--- src/rtl/rvsteel_gpio_input_filter.sv ---
// GPIO input conditioning: two-flop synchronizer, per-pin debounce counter,
// edge detection on the debounced level and a small register set that holds
// the edge enables and pending flags behind a level interrupt.
//
// Register index = rw_address[4:2]
//   0 FILTERED  RO   debounced levels
//   1 RAW       RO   synchronized, unfiltered levels
//   2 RISE_EN   RW   rising-edge interrupt enables
//   3 FALL_EN   RW   falling-edge interrupt enables
//   4 PENDING   R/W1C pending edge events
//   5-7         reads 0, writes ignored

module rvsteel_gpio_input_filter #(
    parameter int GPIO_WIDTH      = 2,
    parameter int DEBOUNCE_CYCLES = 16
) (
    input  logic                  clock,
    input  logic                  reset,
    input  logic [4:0]            rw_address,
    output logic [31:0]           read_data,
    input  logic                  read_request,
    output logic                  read_response,
    input  logic [31:0]           write_data,
    input  logic [3:0]            write_strobe,
    input  logic                  write_request,
    output logic                  write_response,
    input  logic [GPIO_WIDTH-1:0] pad_input,
    output logic [GPIO_WIDTH-1:0] gpio_filtered,
    output logic                  irq
);

    localparam int              CW      = $clog2(DEBOUNCE_CYCLES + 1);
    localparam logic [CW-1:0]   CNT_MAX = CW'(DEBOUNCE_CYCLES - 1);
    localparam logic [CW-1:0]   CNT_ONE = CW'(1);

    localparam logic [2:0] IDX_FILTERED = 3'd0;
    localparam logic [2:0] IDX_RAW      = 3'd1;
    localparam logic [2:0] IDX_RISE_EN  = 3'd2;
    localparam logic [2:0] IDX_FALL_EN  = 3'd3;
    localparam logic [2:0] IDX_PENDING  = 3'd4;

    logic [GPIO_WIDTH-1:0] r_sync1;
    logic [GPIO_WIDTH-1:0] r_sync2;
    logic [GPIO_WIDTH-1:0] r_filt;
    logic [CW-1:0]         r_cnt [GPIO_WIDTH];
    logic [GPIO_WIDTH-1:0] r_rise_en;
    logic [GPIO_WIDTH-1:0] r_fall_en;
    logic [GPIO_WIDTH-1:0] r_pend;
    logic [31:0]           r_read_data;
    logic                  r_read_response;
    logic                  r_write_response;

    logic [GPIO_WIDTH-1:0] w_filt_next;
    logic [CW-1:0]         w_cnt_next [GPIO_WIDTH];
    logic [GPIO_WIDTH-1:0] w_rise;
    logic [GPIO_WIDTH-1:0] w_fall;
    logic [GPIO_WIDTH-1:0] w_set;
    logic [GPIO_WIDTH-1:0] w_clr;
    logic [GPIO_WIDTH-1:0] w_wdata;
    logic [2:0]            w_index;
    logic                  w_aligned;
    logic                  w_wr_ok;
    logic                  w_wr_rise_en;
    logic                  w_wr_fall_en;
    logic                  w_wr_pend;
    logic                  w_rd_ok;
    logic [31:0]           w_rd_mux;
    logic                  w_unused_wdata;

    assign w_index   = rw_address[4:2];
    assign w_aligned = (rw_address[1:0] == 2'b00);
    assign w_wdata   = write_data[GPIO_WIDTH-1:0];

    // Upper data bits are only meaningful for wider pin counts.
    assign w_unused_wdata = ^write_data;

    // Only full-word aligned writes change state; every write is still acknowledged.
    assign w_wr_ok      = write_request && w_aligned && (write_strobe == 4'hF);
    assign w_wr_rise_en = w_wr_ok && (w_index == IDX_RISE_EN);
    assign w_wr_fall_en = w_wr_ok && (w_index == IDX_FALL_EN);
    assign w_wr_pend    = w_wr_ok && (w_index == IDX_PENDING);
    assign w_rd_ok      = read_request && w_aligned;

    // Two-flop synchronizer for the asynchronous pad levels.
    always_ff @(posedge clock or negedge reset) begin
        if (!reset) begin
            r_sync1 <= '0;
            r_sync2 <= '0;
        end else begin
            r_sync1 <= pad_input;
            r_sync2 <= r_sync1;
        end
    end

    // Debounce next-state: a differing level must persist DEBOUNCE_CYCLES samples.
    always_comb begin
        w_filt_next = r_filt;
        for (int i = 0; i < GPIO_WIDTH; i++) begin
            w_cnt_next[i] = r_cnt[i];
            if (r_sync2[i] == r_filt[i]) begin
                w_cnt_next[i] = '0;
            end else if (r_cnt[i] == CNT_MAX) begin
                w_filt_next[i] = r_sync2[i];
                w_cnt_next[i]  = '0;
            end else begin
                w_cnt_next[i] = r_cnt[i] + CNT_ONE;
            end
        end
    end

    // Edges are taken from the next filtered value so pending sets on the same edge.
    assign w_rise = w_filt_next & ~r_filt;
    assign w_fall = ~w_filt_next & r_filt;
    assign w_set  = (w_rise & r_rise_en) | (w_fall & r_fall_en);
    assign w_clr  = w_wr_pend ? w_wdata : '0;

    // Debounced level and per-pin stability counters.
    always_ff @(posedge clock or negedge reset) begin
        if (!reset) begin
            r_filt <= '0;
            for (int i = 0; i < GPIO_WIDTH; i++) begin
                r_cnt[i] <= '0;
            end
        end else begin
            r_filt <= w_filt_next;
            for (int i = 0; i < GPIO_WIDTH; i++) begin
                r_cnt[i] <= w_cnt_next[i];
            end
        end
    end

    // Enable registers and pending flags; a new event wins over a same-edge clear.
    always_ff @(posedge clock or negedge reset) begin
        if (!reset) begin
            r_rise_en <= '0;
            r_fall_en <= '0;
            r_pend    <= '0;
        end else begin
            if (w_wr_rise_en) begin
                r_rise_en <= w_wdata;
            end
            if (w_wr_fall_en) begin
                r_fall_en <= w_wdata;
            end
            r_pend <= (r_pend & ~w_clr) | w_set;
        end
    end

    // Read mux; every field is zero-extended to the bus width.
    always_comb begin
        w_rd_mux = '0;
        case (w_index)
            IDX_FILTERED: w_rd_mux[GPIO_WIDTH-1:0] = r_filt;
            IDX_RAW:      w_rd_mux[GPIO_WIDTH-1:0] = r_sync2;
            IDX_RISE_EN:  w_rd_mux[GPIO_WIDTH-1:0] = r_rise_en;
            IDX_FALL_EN:  w_rd_mux[GPIO_WIDTH-1:0] = r_fall_en;
            IDX_PENDING:  w_rd_mux[GPIO_WIDTH-1:0] = r_pend;
            default:      w_rd_mux = '0;
        endcase
    end

    // Registered read data and one-cycle bus acknowledges.
    always_ff @(posedge clock or negedge reset) begin
        if (!reset) begin
            r_read_data      <= '0;
            r_read_response  <= 1'b0;
            r_write_response <= 1'b0;
        end else begin
            if (w_rd_ok) begin
                r_read_data <= w_rd_mux;
            end
            r_read_response  <= read_request;
            r_write_response <= write_request;
        end
    end

    assign read_data      = r_read_data;
    assign read_response  = r_read_response;
    assign write_response = r_write_response;
    assign gpio_filtered  = r_filt;
    assign irq            = |r_pend;

endmodule

--- config.mk ---
export PLATFORM = sky130hd
export DESIGN_NAME = rvsteel_gpio_input_filter
export DESIGN_NICKNAME = d
export VERILOG_FILES = /design/src/rtl/rvsteel_gpio_input_filter.sv
export SDC_FILE = /design/constraint.sdc
export NUM_CORES = 1
export LEC_CHECK = 0
export ABC_AREA = 1
export BUFFER_PORTS_ARGS = -buffer_cell sky130_fd_sc_hd__buf_2
export CORE_ASPECT_RATIO = 0.9
export CORE_MARGIN = 4
export CORE_UTILIZATION = 39
export DETAILED_ROUTE_END_ITERATION = 6
export PLACE_DENSITY_LB_ADDON = 0.1
export SLEW_MARGIN = 20
export SYNTH_ARGS = -nofsm -noshare
export SYNTH_HDL_FRONTEND = slang
export SYNTH_SLANG_ARGS = --single-unit
--- constraint.sdc ---
create_clock -name clock -period 1.05 [get_ports clock]
set_input_delay 0.105 -clock clock [delete_from_list [all_inputs] [get_ports clock]]
set_output_delay 0.105 -clock clock [all_outputs]
set_load 0.02 [all_outputs]
Word level (Yosys, flattened, before mapping)
Cells that the tools add are included.
Word-level totals
  flip-flop bits (word level): 26
  latch bits: 0
  RAM bits: 0
  bits in read-only memories: 0
  input bits: 47
  output and inout port bits: 37
  logic and storage cells: 51
  memories: 0
Operators by class
  add/subtract/negate cells: 2
  $mul: 0
  div/mod/pow operators: 0
  magnitude comparators: 0
  eq/ne operators: 9
  shifts and indexed selects: 0
  muxes and demuxes: 10
  bitwise gates (word level): 10
  reduce and logical (&&, ||, !) cells: 9
Operator list (count)
  5-bit two-way mux: 4
  5-bit by 1-bit adder with 5-bit output, second input constant: 2
  2-bit AND: 5
  5-bit by 4-bit == test with 1-bit output, second input constant: 2
  2-bit one-hot mux with 5 select lines: 1
  3-bit by 2-bit == test with 1-bit output, second input constant: 2
  1-bit logical AND: 6
  2-bit NOT: 3
  4-bit == test, second input constant: 1
  1-bit two-way mux: 4
  2-bit OR: 2
  3-bit by 1-bit == test with 1-bit output, second input constant: 1
  3-bit == test, second input constant: 1
  3-bit logical NOT: 1
  1-bit == test: 2
  2-bit logical NOT: 1
  2-bit two-way mux: 1
  2-bit OR reduction: 1

Depth between registers and ports, before layout
  depth in word-level cells: 8
  gate-level depth with buffers: 7
  depth with buffers taken out: 7

Least setup slack after synthesis
No wires, ideal clock.
  path kind: reg2reg
  start point: reg r_cnt[5] (netlist name)
  end point: reg r_cnt[8] (netlist name)
  setup time: 0.118 ns
  arrival: 0.964 ns
  data required time: 0.932 ns
  slack: -0.032 ns
  stages on the path, launching flop included: 7
  path buffers: 0
  clock period less this slack: 1.082 ns
  path through: dfrtp_1 ha_1 nand2_1 nor2_1 nand2_1 nand2_1 nor2_1
RTL lines
  from (decl): line 45  | logic [CW-1:0] r_cnt [GPIO_WIDTH];
  from (signal, indexed assignment): line 127  | r_cnt[i] <= w_cnt_next[i];

Final worst setup path
  start point: reg r_pend[0]
  end point: out irq
On the way
  cells in the longest elaborated chain, start to end: 1
Ends and longest elaborated chain
  from (decl): line 48  | logic [GPIO_WIDTH-1:0] r_pend;
  from (signal assigned): line 145  | r_pend <= (r_pend & ~w_clr) | w_set;
  2-bit OR reduction: line 181  | assign irq = |r_pend;
  to (decl): line 29  | output logic irq
Every way passes these cells.

==> flow_summary.ini <==
[yosys]
synth.area.mux_share = 0
synth-seq-area-share = 0.4581
postSynthRegisterBits = 26
yosysTopAreaCell = dfrtp_1
synth_warnings = 0
adder_cell_share_of_the_synthesized_area = 0.01762
largest_family_of_logic_cells_by_synthesized_area = simple AND/OR/NAND/NOR gates
syn_inst = 173
synth_top_area_share = 0.4581
synth_area_sq_um = 1420
synth_compound_gate_area_share = 0.03877
post_synth_and_or_nand_nor_area_fraction = 0.2458
synthXorXnorAreaFrac = 0.01233
postSynthAreaPerCell_sq_um = 8.209
ys_top_cells_by_area = dfrtp_1 (46%), buf_4 (16%), nand2_1 (9.0%)
synth.distinct_cells = 22

[die]
row_count = 20
start_util = 0.4142
design.die.area_sq_um = 4672
die_height_um = 65.25
core_area_sq_um = 3428
top_level_ports = 84
die_boundary_width_um = 71.61

[cells_and_area]
syn2layout_area_growth_pct = 28.11
area_of_combinational_cells_with_multiple_inputs_sq_um = 656.9
register_area_sq_um = 653.1
n_fill_cell = 324
drive_above_1_share = 0.3287
antenna-diode-count = 0
nets = 266

[power]
irDropWorstVdd_mv = 0.5950
p_total_mw = 2.264
power-per-cell-area_nw_per_um2 = 1245
p_leak_nw = 0.9611

[sta]
timing.clock.skew_ns = 0.01012
finalCritPeriodShare = 1.099
setup_violations = 5
timing.final.hold_violations = 0
post-route-min-period_ns = 1.154
totalNegativeSetupSlack_ns = -0.1408
whs_ns = 0.09860
timing.fmax_mhz = 866.4
rsz0062_at_grt = yes
layout_setup_ws_ns = -0.1042
final-max-slew-violation-count = 0

[drt]
routed-via-count = 1139
drt_drc_violations_left = 0
postRouteWirelength_um = 2678
routed_via_density = 4.381
wire_per_inst_um = 10.30
drtIter0Drc = 35
drt.antenna.violating_nets = 0
dr.pass1.iters = 2

[grt]
congestion_overflow_gr = 0
grt_first_pass_wirelength_um = 4871
grt_usage = 0.1289
first_global_vias = 1124
antenna_found_initial = 0
largest_net_degree_at_the_start_of_global_routing = 27

[place]
hpwl_dp_um = 2034
routabilityCongestion = 0.7250
port_buffers = 23
dp_slack_ns = -0.08509

[hold_path]
hold_path_class = in2reg

[flow_run]
drv_cap = 0

[clocking]
cts_buffer_depth = 2
htree_num_levels = 1
cts_root_buf = clkbuf_8
cts_tree = built
insertion_delay_ns = 0.27
clk_pin_slew_worst_paths_ns = 0.10
cts_num_sinks = 26
cts-buffers-inserted = 3

[critical_path]
cp_data_arrival_time_ns = 1.05
worst-endpoint-required_ns = 0.94
criticalPathCategory = reg2out
startpoint_kind_of_the_worst_setup_timing_path = flop
setup.worst_path.end_class = primary output
crit_fanout = 2

[status]
outcome = complete, but fails checks
violated_checks = negative setup slack
[final cells by class]
type | count | share of cell area
clock inverters | 1 | 0.01651
well taps | 44 | 0.03026
clock buffers | 3 | 0.02270
inverters | 25 | 0.05158
multi-input cells | 121 | 0.3611
repair buffers | 40 | 0.1589
flip-flops and latches | 26 | 0.3590
[registers in the layout, indices dropped and copies added (netlist names), 2 cells and up]
name,count
r_sync1,2
gpio_filtered,2
r_rise_en,2
read_data,2
r_cnt,10
r_sync2,2
r_pend,2
r_fall_en,2
[synth_stat cells, drive strengths merged]
cell type and number:
conb 1, nand3 16, nor3 3, xor2 2, ha 2, buf 30
nor2 15, o21ai 10, dfrtp 26, nand2 35, or2 2, inv 25
and3 1, nand4 4, a21oi 1
[final timing paths]
kind | from | endpoint | slack [ns] | cells after the start
min in group asynchronous | reset | r_cnt[9] | 0.29 | 3
worst max-delay path | r_pend[0] | irq | -0.10 | 2
worst min register to register | r_sync1[0] | r_sync2[0] | 0.36 | 0
max in group asynchronous | reset | gpio_filtered[1] | 0.60 | 3
worst min-delay path | write_data[0] | r_fall_en[0] | 0.1 | 3
worst max register to register | gpio_filtered[0] | r_cnt[7] | -0.02 | 6
[per-layer routing]
layer | vias up | track usage | routed length [um] | share of wire
met4 | 0 | 0.03521 | 25 | 0.0093
li1 | 565 | - | - | -
met5 | - | 0 | 0 | 0
met3 | 4 | 0.02752 | 212 | 0.079
met1 | 529 | 0.1607 | 1134 | 0.42
met2 | 41 | 0.2248 | 1307 | 0.49
[critical path: stages, from the launching register on]
cell	delay [ns]
dfrtp_1	0.40
or2_4	0.25
buf_6	0.13
[placed cells by master (no fill, tap or decap), types with 5 or more instances in the layout]
cell type      synthesis  layout
buf_2                  0      22
buf_4                 30       7
buf_6                  0       5
conb_1                 1      30
dfrtp_1               26      24
dlygate4sd3_1          0       5
inv_1                 22      19
inv_2                  3       6
nand2_1               34      28
nand3_1               16      13
nor2_1                13       9
o21ai_1                8       9
[stage by stage]
step	util	instance area, sq um	std cells
floorplan	-	1535	202
global placement	0.4464	1530	244
detailed placement	0.4464	1530	244
CTS	0.5109	1752	258
global route	0.5307	1819	260
finish	0.5307	1819	260
[where the power goes]
part	total (mW)	switching, mW	internal [mW]
combinational	0.349	0.236	0.112
clock	0.839	0.329	0.510
sequential	1.08	0.0308	1.05
[cell families (layout without fill, tap and decap cells)]
kind of cell | count (synthesis) | after routing
simple gates | 76 | 76
buf+inv | 55 | 69
compound gates | 11 | 11
xor+xnor | 2 | 2
other cells | 1 | 30
flops | 26 | 26
fa+ha+maj | 2 | 2
[what timing repair did]
item                       in CTS  in global routing
setup buffers                   5                  2
hold endpoints to repair       30                  0
pin swaps                       6                 11
hold buffers                    5                  0
setup endpoints to repair      10                 16
gates resized for setup        16                 19
cloned                          0                  0
Note: power is estimated with default switching activity, not from simulation.
